### src/rtl/risc8_pin_debounce.sv
// risc8_pin_debounce: eight independent pin debouncers feeding the SoC pin_b
// input. Each bit is synchronized through two flops, then must hold a new
// level for DEBOUNCE_CYCLES consecutive clocks before pin_b takes it.
// Optional macro RISC8_PIN_EDGE_EN adds sticky rise/fall pending flags with
// write-1-to-clear and an OR-reduced irq; without it those outputs are 0.

// One debounced bit: synchronizer, saturating counter, accepted level.
module risc8_pin_debounce_bit #(
  parameter int N  = 6000,
  parameter int CW = 13
) (
  input  logic clk,
  input  logic reset,
  input  logic raw_i,
  output logic b_o,
  output logic rise_set_o,
  output logic fall_set_o
);
  localparam logic [CW-1:0] CNT_MAX = CW'(N - 1);

  logic          sync1_q, sync2_q, b_q, b_d;
  logic [CW-1:0] cnt_q, cnt_d;
  logic          accept;

  // Two-flop synchronizer; nothing downstream sees raw_i directly.
  always_ff @(posedge clk or posedge reset) begin
    if (reset) begin
      sync1_q <= 1'b0;
      sync2_q <= 1'b0;
    end else begin
      sync1_q <= raw_i;
      sync2_q <= sync1_q;
    end
  end

  assign accept = (sync2_q != b_q) && (cnt_q == CNT_MAX);

  // Count while the synchronized level disagrees; any agreement is a glitch
  // and restarts the count. Terminal count loads the new level instead of wrapping.
  always_comb begin
    cnt_d = cnt_q;
    b_d   = b_q;
    if (sync2_q == b_q) begin
      cnt_d = '0;
    end else if (accept) begin
      b_d   = sync2_q;
      cnt_d = '0;
    end else begin
      cnt_d = cnt_q + 1'b1;
    end
  end

  // Counter and accepted level registers.
  always_ff @(posedge clk or posedge reset) begin
    if (reset) begin
      cnt_q <= '0;
      b_q   <= 1'b0;
    end else begin
      cnt_q <= cnt_d;
      b_q   <= b_d;
    end
  end

  assign b_o        = b_q;
  assign rise_set_o = accept &  sync2_q;
  assign fall_set_o = accept & ~sync2_q;
endmodule

module risc8_pin_debounce #(
  parameter int DEBOUNCE_CYCLES = 6000
) (
  input  logic       clk,
  input  logic       reset,
  input  logic [7:0] pin_raw,
  output logic [7:0] pin_b,
  output logic [7:0] rise_pending,
  output logic [7:0] fall_pending,
  input  logic [7:0] clear,
  output logic       irq
);
  // Counter just wide enough for N-1, never narrower than one bit.
  localparam int CW = (DEBOUNCE_CYCLES > 1) ? $clog2(DEBOUNCE_CYCLES) : 1;

  logic [7:0] rise_set, fall_set;

  for (genvar i = 0; i < 8; i++) begin : g_bit
    risc8_pin_debounce_bit #(.N(DEBOUNCE_CYCLES), .CW(CW)) u_bit (
      .clk        (clk),
      .reset      (reset),
      .raw_i      (pin_raw[i]),
      .b_o        (pin_b[i]),
      .rise_set_o (rise_set[i]),
      .fall_set_o (fall_set[i])
    );
  end

`ifdef RISC8_PIN_EDGE_EN
  logic [7:0] rise_q, rise_d, fall_q, fall_d;

  // A set on the same edge as a clear wins, so no edge is ever lost.
  always_comb begin
    rise_d = rise_set | (rise_q & ~clear);
    fall_d = fall_set | (fall_q & ~clear);
  end

  // Sticky pending flags.
  always_ff @(posedge clk or posedge reset) begin
    if (reset) begin
      rise_q <= '0;
      fall_q <= '0;
    end else begin
      rise_q <= rise_d;
      fall_q <= fall_d;
    end
  end

  assign rise_pending = rise_q;
  assign fall_pending = fall_q;
  assign irq          = |{rise_q, fall_q};
`else
  // Edge reporting absent: flags and irq are constant, clear is ignored.
  logic unused_edge;
  assign unused_edge  = ^{clear, rise_set, fall_set};
  assign rise_pending = '0;
  assign fall_pending = '0;
  assign irq          = 1'b0;
`endif
endmodule

### config.mk
export PLATFORM = sky130hd
export DESIGN_NAME = risc8_pin_debounce
export DESIGN_NICKNAME = d
export VERILOG_FILES = /design/src/rtl/risc8_pin_debounce.sv
export SDC_FILE = /design/constraint.sdc
export NUM_CORES = 1
export LEC_CHECK = 0
export ABC_CLOCK_PERIOD_IN_PS = 8000
export CAP_MARGIN = 30
export CORE_ASPECT_RATIO = 0.6
export CORE_MARGIN = 4
export CORE_UTILIZATION = 30
export CTS_BUF_LIST = sky130_fd_sc_hd__clkbuf_8
export CTS_CLUSTER_DIAMETER = 80
export DETAILED_ROUTE_END_ITERATION = 16
export REMOVE_ABC_BUFFERS = 1
export SYNTH_ARGS = -nofsm -noshare
export SYNTH_HDL_FRONTEND = slang
export SYNTH_SLANG_ARGS = --single-unit
export TNS_END_PERCENT = 100
### constraint.sdc
create_clock -name clk -period 8 [get_ports clk]
set_input_delay 1.6 -clock clk [delete_from_list [all_inputs] [get_ports clk]]
set_output_delay 1.6 -clock clk [all_outputs]
set_load 0.01 [all_outputs]
==> Word-level counts from Yosys, hierarchy flattened <==
Cells that the tools add are included.
{ "word_totals": {"ff_bits": 128, "inputBits": 18, "output_inout_bits": 25, "wordCells": 104} }
{ "classes": {"n_addsub": 8, "n_eq_ne": 24, "muxes": 16, "bitwise": 8, "reduce_logical": 16} }
{ "op_table": {"columns": ["operator", "count"], "rows": [
  ["$mux W13", 16],
  ["$add A13 B1 Y13 const B", 8],
  ["$eq A13 B13 Y1 const B", 8],
  ["$reduce_and A2 Y1", 8],
  ["$eq A1 B1 Y1", 8],
  ["$logic_and A1 B1 Y1", 8],
  ["$ne A1 B1 Y1", 8],
  ["$not A1 Y1", 8]
]} }

==> Logic depth before layout (Yosys ltp) <==
{ "depth": {"word_depth": 4, "ltp_mapped": 5, "mapped_depth_nobuf": 4} }

==> Cells and area by module <==
Synthesis repeated with hierarchy kept, for this count alone.
{ "hier_totals": {"cells_unflattened": 586, "hier_area_um2": 6097.1} }
{ "by_module_without_submodules": {"columns": ["mod", "n_inst", "cells_each", "area_each_um2", "seq_area_each_um2"], "rows": [
  ["risc8_pin_debounce_bit", 8, 71, 745.7, 400.4],
  ["risc8_pin_debounce", 1, 18, 131.4, 0.0]
]} }

==> Worst setup path after synthesis <==
No wires, ideal clock.
{ "synth_timing": {"kind": "flip-flop to output port", "start": "reg g_bit[0].u_bit.b_q", "end": "out pin_b[0]", "arrival_ns": 0.514, "t_required_ns": 6.400, "setup_slack_ns": 5.886, "path_stages_with_launch": 2, "path_buffers": 1, "path_cell_list": "dfrtp_1 -> buf_4"} }
{ "synth_lines": {"columns": ["element", "line_no", "text"], "rows": [
  ["from (decl)", "21", "logic sync1_q, sync2_q, b_q, b_d;"],
  ["from (signal assigned)", "57", "b_q <= 1'b0;"],
  ["from (signal assigned)", "60", "b_q <= b_d;"],
  ["to (decl)", "75", "output logic [7:0] pin_b,"]
]} }
No word-level cell between the ends.

==> Final worst setup path <==
{ "layout_timing": {"start": "reg g_bit[2].u_bit.b_q", "end": "out pin_b[2]"} }
{ "layout_lines": {"columns": ["element", "line_no"], "rows": [
  ["from (decl)", "21"],
  ["from (signal assigned)", "57"],
  ["from (signal assigned)", "60"]
]} }
No word-level cell between the ends.

==> flow_metrics.py <==
metrics = {
    "run_status": {
        "outcome": "finished, final reports clean",
    },
    "global_route": {
        "grt_max_degree": 75,
        "grt_pass1_vias": 3772,
        "antenna_found_initial": 0,
        "overflow": 0,
        "grt_pass1_wl_um": 18800,
        "grt_usage": 0.0991,
    },
    "power_and_ir_drop": {
        "switching_share": 0.238,
        "clockPowerShare": 0.445,
        "fin_total_pwr_mw": 1.31,
        "p_switching_mw": 0.311,
        "leakagePower_nw": 2.75,
        "power_density_mw_per_mm2": 190,
        "power.internal_mw": 0.996,
        "combPwrFrac": 0.042,
        "peakVddDrop_mv": 0.117,
        "power.share.sequential": 0.514,
    },
    "floorplan": {
        "die_height_um": 119,
        "rows": 40,
        "boundaryPins": 43,
        "initial_core_util": 0.307,
        "design.die.area_mm2": 0.0229,
        "core_mm2": 0.0201,
        "chipWidth_um": 193,
    },
    "sta": {
        "maxSlewViolCount": 0,
        "max_freq_ghz": 0.335,
        "slew_headroom": 0.471,
        "tightest_slew_ps": 791,
        "skew_ps": 14.1,
        "final-hold-violation-count": 0,
        "setup_viol": 0,
        "hold_ws_ps": 350,
        "setup_slack_ps": 5010,
        "post-route-period-util": 0.373,
        "setup_tns_ps": 0,
        "period_needed_ps": 2990,
        "rsz0062_at_grt": "false",
    },
    "drt": {
        "drt_iter0_markers": 343,
        "wirelength_um": 10700,
        "via_per_inst": 4.80,
        "firstDrtPassIters": 4,
        "postRouteAntennaNets": 0,
        "wire_per_inst_um": 12.2,
        "drcViolationCount": 0,
        "vias": 4217,
    },
    "finish": {
        "nFillCells": 1994,
        "final_cell_mix": "dfrtp_1, a21oi_1, nor2_1",
        "syn_to_final_growth_pct": 11.9,
        "final_common_cell": "dfrtp_1",
        "fin_area_mm2": 0.00688,
        "n_antenna_cell": 0,
        "drive_gt1_frac": 0.0957,
        "layout.nets": 619,
    },
    "synth": {
        "yosys.cell_types.count": 24,
        "syn_area_mm2": 0.00615,
        "yosysTopAreaCellShare": 0.521,
        "yosysWarnings": 0,
        "ys_seq_area_frac": 0.521,
        "synth.area.top_cells": "dfrtp_1, a21oi_1, o31ai_1, or4_1, or3_1",
        "yosysTopAreaCell": "dfrtp_1",
        "synth_cells": 579,
        "ys_seq_elements": 128,
        "post_synth.cell_area_avg_um2": 10.6,
    },
    "setup_path": {
        "slowest_delay_ps": 570,
        "cp_num_buf_inv": 1,
        "path_cells": "clkdlybuf4s50_1",
        "end_kind": "primary output",
        "criticalPathCategory": "reg2out",
        "startpoint_type": "flop",
        "arrival_ps": 1390,
        "cpLargestDelayFamily": "buffers and inverters",
        "critPathSlowestCell": "clkdlybuf4s50_1",
        "path_max_fanout": 3,
        "cp.required_ps": 6400,
    },
    "clocking": {
        "clkTransAtPathRegs_ps": 80,
        "cts_resized": 0,
        "cts_buffer_depth": 2,
        "cts_tree": "built",
        "clockRootBuffer": "clkbuf_8",
        "cts_hold_buf": 0,
        "cts_inserted_buffers": 17,
        "numClockSinks": 128,
        "post_cts_buffers": 0,
        "clk_latency_ps": 430,
        "htreeDepth": 4,
    },
    "hold_path": {
        "hold_path_class": "reg2reg",
    },
    "placement": {
        "dp_hpwl_um": 6890,
        "placed_area_mm2": 0.00644,
        "pre_cts_slack_ps": 4510,
        "io_buffers": 17,
        "gp_congestion": 0.726,
    },
    "flow_run": {
        "maxCapViolCount": 0,
    },
}
## state kept, by name (all words and copies together) (netlist names)
name / flops
g_bit.u_bit.b_o: 8
g_bit.u_bit.cnt_q: 104
g_bit.u_bit.sync1_q: 8
g_bit.u_bit.sync2_q: 8
## area by class of cell
type,instances,area (µm²),area share
clock buffers,18,248,0.0360
clock inverters,14,166,0.0242
inverters,25,98.8,0.0144
multi-input cells,401,2610,0.379
flip-flops and latches,128,3200,0.465
well taps,273,342,0.0496
repair buffers,20,213,0.0309
## layer usage
metal / vias to the layer above / GRT usage / part of all wire / routed length (µm)
met5: - / 0 / 0 / 0
met4: 0 / 0.0280 / 0.0065 / 70
met3: 8 / 0.0322 / 0.035 / 371
met2: 49 / 0.128 / 0.39 / 4220
met1: 2005 / 0.155 / 0.57 / 6080
li1: 2155 / - / - / -
## final timing paths
kind / from / endpoint / slack (ps) / cells past startpoint
max: g_bit[2].u_bit.b_o / pin_b[2] / 5010 / 1
min: g_bit[6].u_bit.sync1_q / g_bit[6].u_bit.sync2_q / 350 / 0
max reg2reg: g_bit[0].u_bit.cnt_q[0] / g_bit[0].u_bit.cnt_q[4] / 5960 / 4
min reg2reg: g_bit[6].u_bit.sync1_q / g_bit[6].u_bit.sync2_q / 350 / 0
max in group asynchronous: reset / g_bit[7].u_bit.cnt_q[2] / 5450 / 4
min in group asynchronous: reset / g_bit[1].u_bit.cnt_q[4] / 1580 / 2
## power groups by stage
stage	clock network [mW]	logic, mW	registers, mW
4_1_cts	0.603	0.0543	0.672
5_1_grt	0.635	0.0622	0.674
6_report	0.581	0.0543	0.672
3_5_place_dp	0	0.0540	0.684
2_1_floorplan	0	0.0387	0.682
3_3_place_gp	0	0.0536	0.684
## Yosys cell counts
cell type    n
dfrtp_1    128
a21oi_1     64
nor2_1      40
nand3_1     32
o21ai_0     32
o31ai_1     32
or3_1       32
or4_1       32
buf_4       26
inv_1       25
nand2_1     24
nand4_1     24
xnor2_1     16
xor2_1      16
clkbuf_1     8
ha_1         8
mux2_2       8
nor4_1       8
buf_6        7
o41ai_4      7
or4b_4       7
conb_1       1
o41ai_2      1
or4b_1       1
## metrics by stage
step / util / instances
after floorplan: - / 554
after detailed placement: 0.321 / 846
after CTS: 0.342 / 878
after global placement: 0.321 / 846
after global routing: 0.343 / 879
final: 0.343 / 879
## kinds of logic after synthesis
logic type | share of synthesized area
other cells | 0.000610
fa+ha+maj | 0.0163
compound gates | 0.151
simple gates | 0.186
xor+xnor | 0.0456
flops | 0.521
buf+inv | 0.0647
mux | 0.0146
Power figures use the tool's default switching activity.
